**src/rtl/i2c_slave_ctrl_pkg.sv**
```systemverilog
// Shared FSM state encoding and bus constants for the I2C target controller.
package i2c_slave_ctrl_pkg;

    typedef enum logic [3:0] {
        S_IDLE      = 4'd0,
        S_ADDRESS   = 4'd1,
        S_ADDR_ACK  = 4'd2,
        S_RX        = 4'd3,
        S_RX_ACK    = 4'd4,
        S_TX        = 4'd5,
        S_TX_ACK    = 4'd6,
        S_WAIT_STOP = 4'd7
    } state_t;

    localparam logic I2C_RW_READ = 1'b1;

endpackage

```
**src/rtl/i2c_slave_ctrl_if.sv**
```systemverilog
// Pad and user-side signals of the I2C target, grouped for the controller port list.
interface i2c_slave_ctrl_if;

    logic       scl_in;
    logic       sda_in;
    logic       sda_oe;
    logic [7:0] rx_data;
    logic       rx_valid;
    logic [7:0] tx_data;
    logic       tx_req;
    logic       busy;
    logic       addr_match;

    modport slave (
        input  scl_in, sda_in, tx_data,
        output sda_oe, rx_data, rx_valid, tx_req, busy, addr_match
    );

    modport master (
        output scl_in, sda_in, tx_data,
        input  sda_oe, rx_data, rx_valid, tx_req, busy, addr_match
    );

endinterface

```
**src/rtl/i2c_slave_ctrl_sync_edge.sv**
```systemverilog
// Multi-flop synchroniser for an asynchronous pad input plus one history flop
// producing single-cycle rise/fall strobes.
module i2c_sync_edge #(
    parameter int   SYNC_STAGES = 2,
    parameter logic RST_VAL     = 1'b1
) (
    input  logic clk_i,
    input  logic rst_i,
    input  logic async_i,
    output logic level_o,
    output logic rise_o,
    output logic fall_o
);

    logic [SYNC_STAGES-1:0] sync_q;
    logic                   hist_q;

    // Reset to the idle bus level so leaving reset creates no spurious edges.
    always_ff @(posedge clk_i or posedge rst_i) begin
        if (rst_i) begin
            sync_q <= {SYNC_STAGES{RST_VAL}};
            hist_q <= RST_VAL;
        end else begin
            sync_q <= {sync_q[SYNC_STAGES-2:0], async_i};
            hist_q <= sync_q[SYNC_STAGES-1];
        end
    end

    assign level_o = sync_q[SYNC_STAGES-1];
    assign rise_o  =  sync_q[SYNC_STAGES-1] & ~hist_q;
    assign fall_o  = ~sync_q[SYNC_STAGES-1] &  hist_q;

endmodule

```
**src/rtl/i2c_slave_ctrl.sv**
```systemverilog
// I2C target controller: START/STOP detection, 7-bit address match, byte receive
// with ACK, and byte transmit with master ACK/NACK handling. Open-drain SDA only.
module i2c_slave_ctrl
    import i2c_slave_ctrl_pkg::*;
#(
    parameter logic [6:0] SLAVE_ADDR  = 7'h50,
    parameter int         SYNC_STAGES = 2
) (
    input  logic              i2c_clk_in,
    input  logic              reset,
    i2c_slave_ctrl_if.slave   bus
);

    logic scl_hi, scl_rise, scl_fall;
    logic sda_lvl, sda_rise, sda_fall;

    i2c_sync_edge #(.SYNC_STAGES(SYNC_STAGES), .RST_VAL(1'b1)) u_scl (
        .clk_i   (i2c_clk_in),
        .rst_i   (reset),
        .async_i (bus.scl_in),
        .level_o (scl_hi),
        .rise_o  (scl_rise),
        .fall_o  (scl_fall)
    );

    i2c_sync_edge #(.SYNC_STAGES(SYNC_STAGES), .RST_VAL(1'b1)) u_sda (
        .clk_i   (i2c_clk_in),
        .rst_i   (reset),
        .async_i (bus.sda_in),
        .level_o (sda_lvl),
        .rise_o  (sda_rise),
        .fall_o  (sda_fall)
    );

    state_t     state_q, state_d;
    logic [2:0] bit_cnt_q, bit_cnt_d;
    logic [7:0] shreg_q, shreg_d;
    logic [7:0] rx_data_q, rx_data_d;
    logic       sda_oe_q, sda_oe_d;
    logic       rx_valid_q, rx_valid_d;
    logic       tx_req_q, tx_req_d;
    logic       busy_q, busy_d;
    logic       addr_match_q, addr_match_d;

    always_ff @(posedge i2c_clk_in or posedge reset) begin
        if (reset) begin
            state_q      <= S_IDLE;
            bit_cnt_q    <= 3'd7;
            shreg_q      <= 8'h00;
            rx_data_q    <= 8'h00;
            sda_oe_q     <= 1'b0;
            rx_valid_q   <= 1'b0;
            tx_req_q     <= 1'b0;
            busy_q       <= 1'b0;
            addr_match_q <= 1'b0;
        end else begin
            state_q      <= state_d;
            bit_cnt_q    <= bit_cnt_d;
            shreg_q      <= shreg_d;
            rx_data_q    <= rx_data_d;
            sda_oe_q     <= sda_oe_d;
            rx_valid_q   <= rx_valid_d;
            tx_req_q     <= tx_req_d;
            busy_q       <= busy_d;
            addr_match_q <= addr_match_d;
        end
    end

    always_comb begin
        state_d      = state_q;
        bit_cnt_d    = bit_cnt_q;
        shreg_d      = shreg_q;
        rx_data_d    = rx_data_q;
        sda_oe_d     = sda_oe_q;
        rx_valid_d   = 1'b0;
        tx_req_d     = 1'b0;
        busy_d       = busy_q;
        addr_match_d = addr_match_q;

        if (scl_hi && sda_rise) begin
            state_d      = S_IDLE;
            sda_oe_d     = 1'b0;
            busy_d       = 1'b0;
            addr_match_d = 1'b0;
        end else if (scl_hi && sda_fall) begin
            state_d      = S_ADDRESS;
            bit_cnt_d    = 3'd7;
            sda_oe_d     = 1'b0;
            busy_d       = 1'b1;
            addr_match_d = 1'b0;
        end else begin
            unique case (state_q)
                S_IDLE: ;
                S_ADDRESS: if (scl_rise) begin
                    shreg_d = {shreg_q[6:0], sda_lvl};
                    if (bit_cnt_q == 3'd0) begin
                        bit_cnt_d = 3'd7;
                        if (shreg_d[7:1] == SLAVE_ADDR) begin
                            state_d      = S_ADDR_ACK;
                            addr_match_d = 1'b1;
                        end else begin
                            state_d = S_WAIT_STOP;
                        end
                    end else begin
                        bit_cnt_d = bit_cnt_q - 3'd1;
                    end
                end
                // sda_oe_q doubles as the phase flag: first fall starts the ACK, second ends it.
                S_ADDR_ACK: if (scl_fall) begin
                    if (!sda_oe_q) begin
                        sda_oe_d = 1'b1;
                    end else if (shreg_q[0] == I2C_RW_READ) begin
                        state_d   = S_TX;
                        shreg_d   = bus.tx_data;
                        tx_req_d  = 1'b1;
                        bit_cnt_d = 3'd7;
                        sda_oe_d  = ~bus.tx_data[7];
                    end else begin
                        state_d   = S_RX;
                        bit_cnt_d = 3'd7;
                        sda_oe_d  = 1'b0;
                    end
                end
                S_RX: if (scl_rise) begin
                    shreg_d = {shreg_q[6:0], sda_lvl};
                    if (bit_cnt_q == 3'd0) begin
                        state_d    = S_RX_ACK;
                        bit_cnt_d  = 3'd7;
                        rx_data_d  = shreg_d;
                        rx_valid_d = 1'b1;
                    end else begin
                        bit_cnt_d = bit_cnt_q - 3'd1;
                    end
                end
                S_RX_ACK: if (scl_fall) begin
                    if (!sda_oe_q) begin
                        sda_oe_d = 1'b1;
                    end else begin
                        sda_oe_d = 1'b0;
                        state_d  = S_RX;
                    end
                end
                S_TX: if (scl_fall) begin
                    if (bit_cnt_q == 3'd0) begin
                        state_d  = S_TX_ACK;
                        sda_oe_d = 1'b0;
                    end else begin
                        bit_cnt_d = bit_cnt_q - 3'd1;
                        sda_oe_d  = ~shreg_q[bit_cnt_q - 3'd1];
                    end
                end
                // A NACK leaves on the rise, so any fall seen here follows an ACK.
                S_TX_ACK: begin
                    if (scl_rise && sda_lvl) begin
                        state_d = S_WAIT_STOP;
                    end else if (scl_fall) begin
                        state_d   = S_TX;
                        shreg_d   = bus.tx_data;
                        tx_req_d  = 1'b1;
                        bit_cnt_d = 3'd7;
                        sda_oe_d  = ~bus.tx_data[7];
                    end
                end
                S_WAIT_STOP: sda_oe_d = 1'b0;
                default: begin
                    state_d  = S_IDLE;
                    sda_oe_d = 1'b0;
                end
            endcase
        end
    end

    assign bus.sda_oe     = sda_oe_q;
    assign bus.rx_data    = rx_data_q;
    assign bus.rx_valid   = rx_valid_q;
    assign bus.tx_req     = tx_req_q;
    assign bus.busy       = busy_q;
    assign bus.addr_match = addr_match_q;

endmodule

```
**src/flat_wrapper.sv**
```systemverilog
// flat-port wrapper written by rule: the top's interface ports become plain ports
module i2c_slave_ctrl_flat import i2c_slave_ctrl_pkg::*;
#(
    parameter logic [6:0] SLAVE_ADDR  = 7'h50,
    parameter int         SYNC_STAGES = 2
)
  (i2c_clk_in, reset, bus_scl_in, bus_sda_in, bus_tx_data, bus_sda_oe, bus_rx_data, bus_rx_valid, bus_tx_req, bus_busy, bus_addr_match);
  i2c_slave_ctrl_if bus_i ();
  input  logic i2c_clk_in;
  input  logic reset;
  input wire logic [$bits(bus_i.scl_in)-1:0] bus_scl_in;
  input wire logic [$bits(bus_i.sda_in)-1:0] bus_sda_in;
  input wire logic [$bits(bus_i.tx_data)-1:0] bus_tx_data;
  output wire logic [$bits(bus_i.sda_oe)-1:0] bus_sda_oe;
  output wire logic [$bits(bus_i.rx_data)-1:0] bus_rx_data;
  output wire logic [$bits(bus_i.rx_valid)-1:0] bus_rx_valid;
  output wire logic [$bits(bus_i.tx_req)-1:0] bus_tx_req;
  output wire logic [$bits(bus_i.busy)-1:0] bus_busy;
  output wire logic [$bits(bus_i.addr_match)-1:0] bus_addr_match;
  assign bus_i.scl_in = bus_scl_in;
  assign bus_i.sda_in = bus_sda_in;
  assign bus_i.tx_data = bus_tx_data;
  assign bus_sda_oe = bus_i.sda_oe;
  assign bus_rx_data = bus_i.rx_data;
  assign bus_rx_valid = bus_i.rx_valid;
  assign bus_tx_req = bus_i.tx_req;
  assign bus_busy = bus_i.busy;
  assign bus_addr_match = bus_i.addr_match;
  i2c_slave_ctrl #(.SLAVE_ADDR(SLAVE_ADDR), .SYNC_STAGES(SYNC_STAGES)) u_core (.i2c_clk_in(i2c_clk_in), .reset(reset), .bus(bus_i));
endmodule
```
**config.mk**
```make
export PLATFORM = sky130hd
export DESIGN_NAME = i2c_slave_ctrl_flat
export DESIGN_NICKNAME = d
export VERILOG_FILES = /design/src/rtl/i2c_slave_ctrl_pkg.sv /design/src/rtl/i2c_slave_ctrl_if.sv /design/src/rtl/i2c_slave_ctrl_sync_edge.sv /design/src/rtl/i2c_slave_ctrl.sv /design/src/flat_wrapper.sv
export SDC_FILE = /design/constraint.sdc
export NUM_CORES = 1
export LEC_CHECK = 0
export ABC_AREA = 0
export CORE_ASPECT_RATIO = 0.75
export CORE_UTILIZATION = 33
export CTS_CLUSTER_DIAMETER = 50
export CTS_CLUSTER_SIZE = 28
export DETAILED_ROUTE_END_ITERATION = 16
export PLACE_DENSITY_LB_ADDON = 0.25
export SETUP_SLACK_MARGIN = 0.2
export SLEW_MARGIN = 20
export SYNTH_ARGS = -nofsm -noshare
export SYNTH_HDL_FRONTEND = slang
export SYNTH_SLANG_ARGS = --single-unit
```
**constraint.sdc**
```tcl
create_clock -name i2c_clk_in -period 1.9 [get_ports i2c_clk_in]
set_input_delay 0.38 -clock i2c_clk_in [delete_from_list [all_inputs] [get_ports i2c_clk_in]]
set_output_delay 0.38 -clock i2c_clk_in [all_outputs]
set_load 0.01 [all_outputs]
```
==> results of run 1 <==
-- power groups by stage --
stage | clock (uW) | combinational (uW) | sequential, uW
after floorplan | 0 | 342 | 939
after global placement | 0 | 572 | 947
after detailed placement | 0 | 578 | 952
after CTS | 526 | 598 | 940
after global routing | 560 | 680 | 954
final | 509 | 620 | 948
-- placed cells by master, fill, tap and decap left out, drive strengths merged, types with 2 or more instances in the layout --
cell	netlist	routed
a21oi	13	13
a221oi	2	2
a22oi	9	9
a31oi	2	2
buf	6	34
clkbuf	2	7
clkdlybuf4s50	0	24
clkinv	0	2
dfrtp	24	24
dfstp	9	9
ha	2	2
inv	10	10
mux2i	2	2
mux4	2	2
nand2	29	29
nand2b	5	5
nand3	2	2
nor2	16	16
nor2b	3	3
nor3	4	4
nor4b	2	2
o211ai	2	2
o21a	2	2
o21ai	8	8
o221ai	2	2
o22ai	2	2
o311a	1	2
o31ai	2	2
o32ai	2	2
xnor2	2	2
-- synthesized netlist by cell type, types with 2 or more instances --
cell type | n | area [um2]
o21ai_1 | 3 | 15.0
a31oi_1 | 2 | 12.5
o21a_1 | 2 | 15.0
nor2b_1 | 3 | 18.8
o211ai_1 | 2 | 15.0
mux2i_1 | 2 | 20.0
buf_2 | 3 | 15.0
dfstp_2 | 9 | 236
clkbuf_1 | 2 | 7.51
nand3_1 | 2 | 10.0
a21oi_1 | 10 | 50.1
nand2b_1 | 4 | 25.0
ha_1 | 2 | 25.0
a21oi_2 | 3 | 26.3
o22ai_1 | 2 | 12.5
nand2_1 | 29 | 109
o221ai_1 | 2 | 17.5
a22oi_1 | 9 | 67.6
inv_1 | 10 | 37.5
a221oi_1 | 2 | 17.5
nor3_1 | 4 | 20.0
nor2_1 | 15 | 56.3
buf_6 | 2 | 22.5
o21ai_0 | 5 | 25.0
xnor2_1 | 2 | 17.5
mux4_2 | 2 | 45.0
dfrtp_1 | 24 | 601
-- path summary, 6_finish.rpt --
| check | to | slack (ns) |
|---|---|---|
| max | u_core.bus.sda_oe$_DFFE_PP0P_ | 0.06 |
| min reg2reg | u_core.u_sda.sync_q[1]$_DFF_PP1_ | 0.36 |
| max in group asynchronous | u_core.u_sda.hist_q$_DFF_PP1_ | 1.06 |
| min | u_core.u_sda.sync_q[1]$_DFF_PP1_ | 0.36 |
| min in group asynchronous | u_core.shreg_q[5]$_DFFE_PP0P_ | 0.49 |
| max reg2reg | u_core.bus.sda_oe$_DFFE_PP0P_ | 0.06 |
-- kinds of logic after synthesis --
family,after synthesis
AOI/OAI and AO/OA,54
adders and majority gates,3
DFF,33
xor gates and xnor gates,3
muxes,4
buffers and inverters,18
and+or+nand+nor,70
-- repair_timing --
| action | in CTS | in global routing |
|---|---|---|
| resized for setup | 11 | 14 |
| setup endpoints to repair | 14 | 26 |
| cloned | 1 | 0 |
| pin swaps | 9 | 7 |
| buffers inserted | 6 | 1 |
-- registers in the layout, indices dropped and copies added (netlist names) --
register,count
u_core.bus.busy,1
u_core.u_sda.hist_q,1
u_core.bus.tx_req,1
u_core.u_sda.sync_q,2
u_core.shreg_q,8
u_core.u_scl.sync_q,2
u_core.bus.addr_match,1
u_core.bus.rx_data,8
u_core.state_q,3
u_core.u_scl.hist_q,1
u_core.bus.rx_valid,1
u_core.bus.sda_oe,1
u_core.bit_cnt_q,3
-- layer usage --
layer / GRT usage, % / vias to the layer above / part of all wire, %
met5: 0 / - / 0
met4: 5.04 / 0 / 0.34
met1: 27.3 / 822 / 50
met3: 4.96 / 2 / 5.4
li1: - / 799 / -
met2: 27.7 / 38 / 44
-- per-stage QoR --
| stage | cells | utilization [%] | hold slack (ns) | worst slack [ns] |
|---|---|---|---|---|
| CTS | 319 | 47.5 | 0.357 | 0.0404 |
| global route | 320 | 49.2 | 0.363 | -0.0388 |
| floorplan | 185 | - | 0.345 | 0.0738 |
| detailed placement | 304 | 44.1 | 0.348 | 0.0295 |
| finish | 320 | 49.2 | 0.356 | 0.0598 |
| global placement | 304 | 44.1 | 0.346 | 0.0636 |
-- cell type report --
class | instances | area share, %
Sequential cell | 33 | 31.9
Clock buffer | 6 | 2.76
Clock inverter | 2 | 0.380
Tap cell | 75 | 3.57
Timing Repair Buffer | 59 | 19.6
Inverter | 10 | 1.52
Multi-Input combinational cell | 135 | 40.2
==> summary.md, run 1 <==
| Metric | Value |
|---|---|
| Status | `complete, no violations` |
| Power Internal | `1380 uW` |
| Final critical-path share of the clock period | `96.9%` |
| Ys async rst share | `100%` |
| Number of synthesized flops with an enable pin | `0` |
| CP max stage delay | `0.56 ns` |
| Seq/Total Area, Yosys | `45.5%` |
| Clk Latency, worst-skew pair | `0.28 ns` |
| Leak | `0.00109 uW` |
| Sw Share | `33.6%` |
| VDD IR-drop max | `0.396 mV` |
| Sequential Power Share | `45.6%` |
| Worst Hold Depth | `0` |
| CP required | `2.13 ns` |
| Register Area | `840 um2` |
| Vias per std cell | `5.19` |
| Clock Power Share | `24.5%` |
| DIE HEIGHT | `66.7 um` |
| Post-Syn Area | `1840 um2` |
| Number of cells on the critical path | `7` |
| Area of the multi-input gates | `1060 um2` |
| Critical Path Sink Type | `register` |
| Worst EP arrival | `2.07 ns` |
| Remaining DRCs | `0` |
| Switch Pwr | `698 uW` |
| Crit-path cells | `inv_4, ha_4, mux4_2, mux2i_1, a21oi_1, a21oi_1, o21a_1` |
| Area of the core | `5350 um2` |
| Critical path type | `register to register` |
| Initial Util | `34.4%` |
| Min-delay worst type | `register to register` |
| Mapped Avg Cell Area | `9.95 um2` |
| CP max-delay cell | `dfstp_2` |
| Nets | `258` |
| CTS Hold Bufs | `0` |
| Max Slew Vio Count | `0` |
| Complex-gate fraction of the synthesized area | `22.4%` |
| Area delta synth->final | `43.0%` |
| Remaining Overflow, GRT | `0` |
| XOR/XNOR Fraction of Synth Area | `1.43%` |
| CTS tree | `yes` |
| CTS Sinks | `33` |
| RSZ-0062 raised after global routing | `true` |
| Final Skew | `0.00827 ns` |
| Final Power | `2080 uW` |
| Max clock buf depth | `2` |
| GPL Wtd Cong | `0.878` |
| Routed len/inst | `15.5 um` |
| Slew @ Worst Pin | `0.418 ns` |
| Library cells used by synthesis | `55` |
| Gate power share | `29.9%` |
| Worst slew margin | `72.0%` |
| Most used DFF post-synth | `dfrtp_1` |
| R2R Path Start | `u_core.bit_cnt_q[0]$_DFFE_PP1P_` |
| First-pass GRT wire length | `8160 um` |
| Maximum fanout along the worst path | `2` |
| Final setup violation count | `0` |
| Inserted Clock Buffers | `5` |
| Total Wirelength | `4960 um` |
| Final instance area | `2630 um2` |
| Final Hold Fails | `0` |
| Initial DRC Count | `78` |
| Top cell by count, worst path | `a21oi_1` |
| Simple-gate share of the synthesized area | `20.3%` |
| Clock slew at reported path FFs | `0.07 ns` |
| Max-cap viol count | `0` |
| ANT cells | `0` |
| Die X | `88.2 um` |
| Post-DP HPWL | `3500 um` |
| # port buffers | `24` |
| Delay-heaviest family, CP | `multiplexers` |
| Setup_tns | `0 ns` |
| Post-Syn Instances | `185` |
| Vias in the first global route | `1585` |
| Via count | `1661` |
| Die area | `5880 um2` |
| Synth warn | `0` |
| Antenna Violating Nets Remaining | `0` |
| Power density cells | `789 nW/um2` |
| Largest net degree at the start of global routing | `34` |
| Setup crit start kind | `register` |
| # H-tree levels | `2` |
| Largest family of logic cells by synthesized area | `compound AO/OA/AOI/OAI gates` |
| Area post-placement | `2360 um2` |
| Antenna violations before repair | `0` |
| GRT Total Usage | `18.9%` |
| Crit path launch | `u_core.bit_cnt_q[0]$_DFFE_PP1P_` |
| Post-Synth Adder-Cell Area | `1.90%` |
| Rows | `23` |
| Final min period | `1.84 ns` |
| Filler instances | `545` |
| Post-Syn Nets | `199` |
| Seq cells post-synth | `33` |
| F_max | `543 MHz` |
| Fraction of layout cells with a size suffix above 1 | `35.9%` |
| Post-synthesis mux area share | `3.54%` |
| Buffer and inverter count on the worst path | `1` |
| Hold Path Origin | `u_core.u_sda.sync_q[0]$_DFF_PP1_` |
| Num ports | `25` |
| First drt pass iteration count | `4` |
| Worst R2R Path Depth | `7` |
| Root buffer cell | `clkbuf_8` |
No activity file was read; power rests on OpenSTA's default activity.
==> inputs of run 2 (changes only) <==
Settings changed: CELL_PAD_IN_SITES_DETAIL_PLACEMENT set to 1, CELL_PAD_IN_SITES_GLOBAL_PLACEMENT set to 2, CORE_UTILIZATION 33 to 31.
==> run 2 against run 1 <==
The run now ends with negative setup slack left. First-iteration DRC count increased by 12%. Non-clock buffer count increased by 12. Hold slack about the same. Wire length increased by 25%. Sequential power increased by 3.1%. Cell area increased by 7.0%. Global-route usage increased by 1.6 points. Critical path depth unchanged. Via count increased by 5.8%. Clock skew decreased by 0.0015 ns. Largest power group unchanged.
==> summary.md, run 2 (same netlist as run 1, synthesis figures left out) <==
| Metric | Value |
|---|---|
| First drt pass iteration count | `4 (unchanged)` |
| Die X | `91.0 um (was 88.2 um)` |
| ANT cells | `0 (unchanged)` |
| Final min period | `1.91 ns (was 1.84 ns)` |
| R2R setup slack | `-0.008 ns (was 0.06 ns)` |
| Num ports | `25 (unchanged)` |
| # H-tree levels | `2 (unchanged)` |
| Remaining Overflow, GRT | `0 (unchanged)` |
| Max-cap viol count | `0 (unchanged)` |
| Top cell by count, worst path | `a21oi_1 (unchanged)` |
| Initial Util | `33.3% (was 34.4%)` |
| Status | `complete, but fails checks (was complete, no violations)` |
| Via count | `1757 (was 1661)` |
| Worst Hold Depth | `0 (unchanged)` |
| Power density cells | `818 nW/um2 (was 789 nW/um2)` |
| Worst EP arrival | `2.14 ns (was 2.07 ns)` |
| Total Wirelength | `6210 um (was 4960 um)` |
| Final core utilization | `51.0% (was 49.2%)` |
| Critical Path Sink Type | `register (unchanged)` |
| Nets | `270 (was 258)` |
| Post-DP HPWL | `4140 um (was 3500 um)` |
| Final Hold Fails | `0 (unchanged)` |
| VDD IR-drop max | `0.637 mV (was 0.396 mV)` |
| CP required | `2.13 ns (about the same)` |
| Setup crit start kind | `register (unchanged)` |
| GPL Wtd Cong | `0.829 (was 0.878)` |
| Final Power | `2300 uW (was 2080 uW)` |
| Antenna violations before repair | `0 (unchanged)` |
| Root buffer cell | `clkbuf_8 (unchanged)` |
| Clk Latency, worst-skew pair | `0.29 ns (was 0.28 ns)` |
| Antenna Violating Nets Remaining | `0 (unchanged)` |
| Leak | `0.00118 uW (was 0.00109 uW)` |
| Failing checks | `negative setup slack` |
| Min-delay worst type | `register to register (unchanged)` |
| Worst R2R Path Depth | `7 (unchanged)` |
| Remaining DRCs | `0 (unchanged)` |
| First-pass GRT wire length | `9580 um (was 8160 um)` |
| Fraction of layout cells with a size suffix above 1 | `45.1% (was 35.9%)` |
| Slew @ Worst Pin | `0.461 ns (was 0.418 ns)` |
| Initial DRC Count | `87 (was 78)` |
| Inserted Clock Buffers | `5 (unchanged)` |
| Routed len/inst | `18.7 um (was 15.5 um)` |
| Die area | `6250 um2 (was 5880 um2)` |
| Commonest non-fill, non-tap cell in the layout | `buf_4 (unchanged)` |
| CP max-delay cell | `dfstp_2 (unchanged)` |
| Worst slew margin | `68.9% (was 72.0%)` |
| Area of the core | `5530 um2 (was 5350 um2)` |
| Crit-path cells | `inv_4, ha_4, mux4_2, mux2i_1, a21oi_1, a21oi_1, o21a_1 (unchanged)` |
| DIE HEIGHT | `68.7 um (was 66.7 um)` |
| Number of cells on the critical path | `7 (unchanged)` |
| GRT Total Usage | `20.5% (was 18.9%)` |
| Final Skew | `0.00673 ns (was 0.00827 ns)` |
| Worst setup margin | `-0.00775 ns (was 0.0598 ns)` |
| Critical path type | `register to register (unchanged)` |
| # port buffers | `24 (unchanged)` |
| Maximum fanout along the worst path | `2 (unchanged)` |
| RSZ-0062 raised after global routing | `true (unchanged)` |
| F_max | `524 MHz (was 543 MHz)` |
| Final critical-path share of the clock period | `100% (was 96.9%)` |
| CP max stage delay | `0.56 ns (about the same)` |
| Largest net degree at the start of global routing | `34 (unchanged)` |
| Rows | `23 (unchanged)` |
| Delay-heaviest family, CP | `multiplexers (unchanged)` |
| Vias in the first global route | `1854 (was 1585)` |
| Area delta synth->final | `53.0% (was 43.0%)` |
| Max Slew Vio Count | `0 (unchanged)` |
| CTS tree | `yes (unchanged)` |
| CTS Sinks | `33 (unchanged)` |
| Vias per std cell | `5.29 (was 5.19)` |
| Max clock buf depth | `2 (unchanged)` |
| Worst hold slack | `0.356 ns (about the same)` |
| Final setup violation count | `1 (was 0)` |
| Clock slew at reported path FFs | `0.08 ns (was 0.07 ns)` |
| Most frequent cells in the layout | `buf_4 (44), nand2_1 (25), clkdlybuf4s50_1 (24) (was buf_4 (32), nand2_1 (28), clkdlybuf4s50_1 (24))` |
| Buffer and inverter count on the worst path | `1 (unchanged)` |
run 2: cell count changes in the layout (fill, tap and decap cells not counted), sizes merged:
cell    change
clkinv      -1
buf        +13
run 2: cell type report:
type | count | area [um2]
Clock inverter | 1 | 5.00
Clock buffer | 7 | 96.3
Fill cell | 624 | 2710
Timing Repair Buffer | 71 | 604
Sequential cell | 33 | 843
Tap cell | 75 | 93.8
Multi-Input combinational cell | 135 | 1130
Inverter | 10 | 40.0
run 2: per-stage QoR:
step                TNS [ns]  cells  instance area (um2)  worst slack, ns
finish              -0.00775    332                 2820         -0.00775
global route          -0.215    332                 2820           -0.159
CTS                  -0.0191    316                 2560          -0.0191
detailed placement    -0.107    301                 2340          -0.0645
global placement           0    301                 2340           0.0430
floorplan                  0    185                 1870           0.0738
run 2: path summary, 6_finish.rpt:
check | startpoint | end
setup / recovery | u_core.bit_cnt_q[0]$_DFFE_PP1P_ | u_core.bus.sda_oe$_DFFE_PP0P_
hold / removal | u_core.u_scl.sync_q[0]$_DFF_PP1_ | u_core.u_scl.sync_q[1]$_DFF_PP1_
setup reg to reg | u_core.bit_cnt_q[0]$_DFFE_PP1P_ | u_core.bus.sda_oe$_DFFE_PP0P_
hold reg to reg | u_core.u_scl.sync_q[0]$_DFF_PP1_ | u_core.u_scl.sync_q[1]$_DFF_PP1_
max in group asynchronous | reset | u_core.bit_cnt_q[1]$_DFFE_PP1P_
min in group asynchronous | reset | u_core.shreg_q[1]$_DFFE_PP0P_
run 2: repair_timing:
item / CTS / global route
hold endpoints to repair: 0 / 0
gates cloned: 1 / 0
gates resized for setup: 14 / 36
setup buffers: 6 / 16
pin swaps: 7 / 15
endpoints found under the setup margin: 22 / 25
hold buffers: 0 / 0
run 2: per-layer routing:
layer,track usage (%),wire (um),vias to the layer above
li1,-,-,819
met1,26.3,2900,881
met2,34.9,3010,51
met3,4.39,219,6
met4,6.94,75,0
met5,0,0,-
run 2: power breakdown:
part | total [uW] | switching (uW) | internal, uW
Sequential | 977 | 158 | 819
Clock | 606 | 278 | 328
Combinational | 720 | 360 | 360
Total | 2300 | 796 | 1510
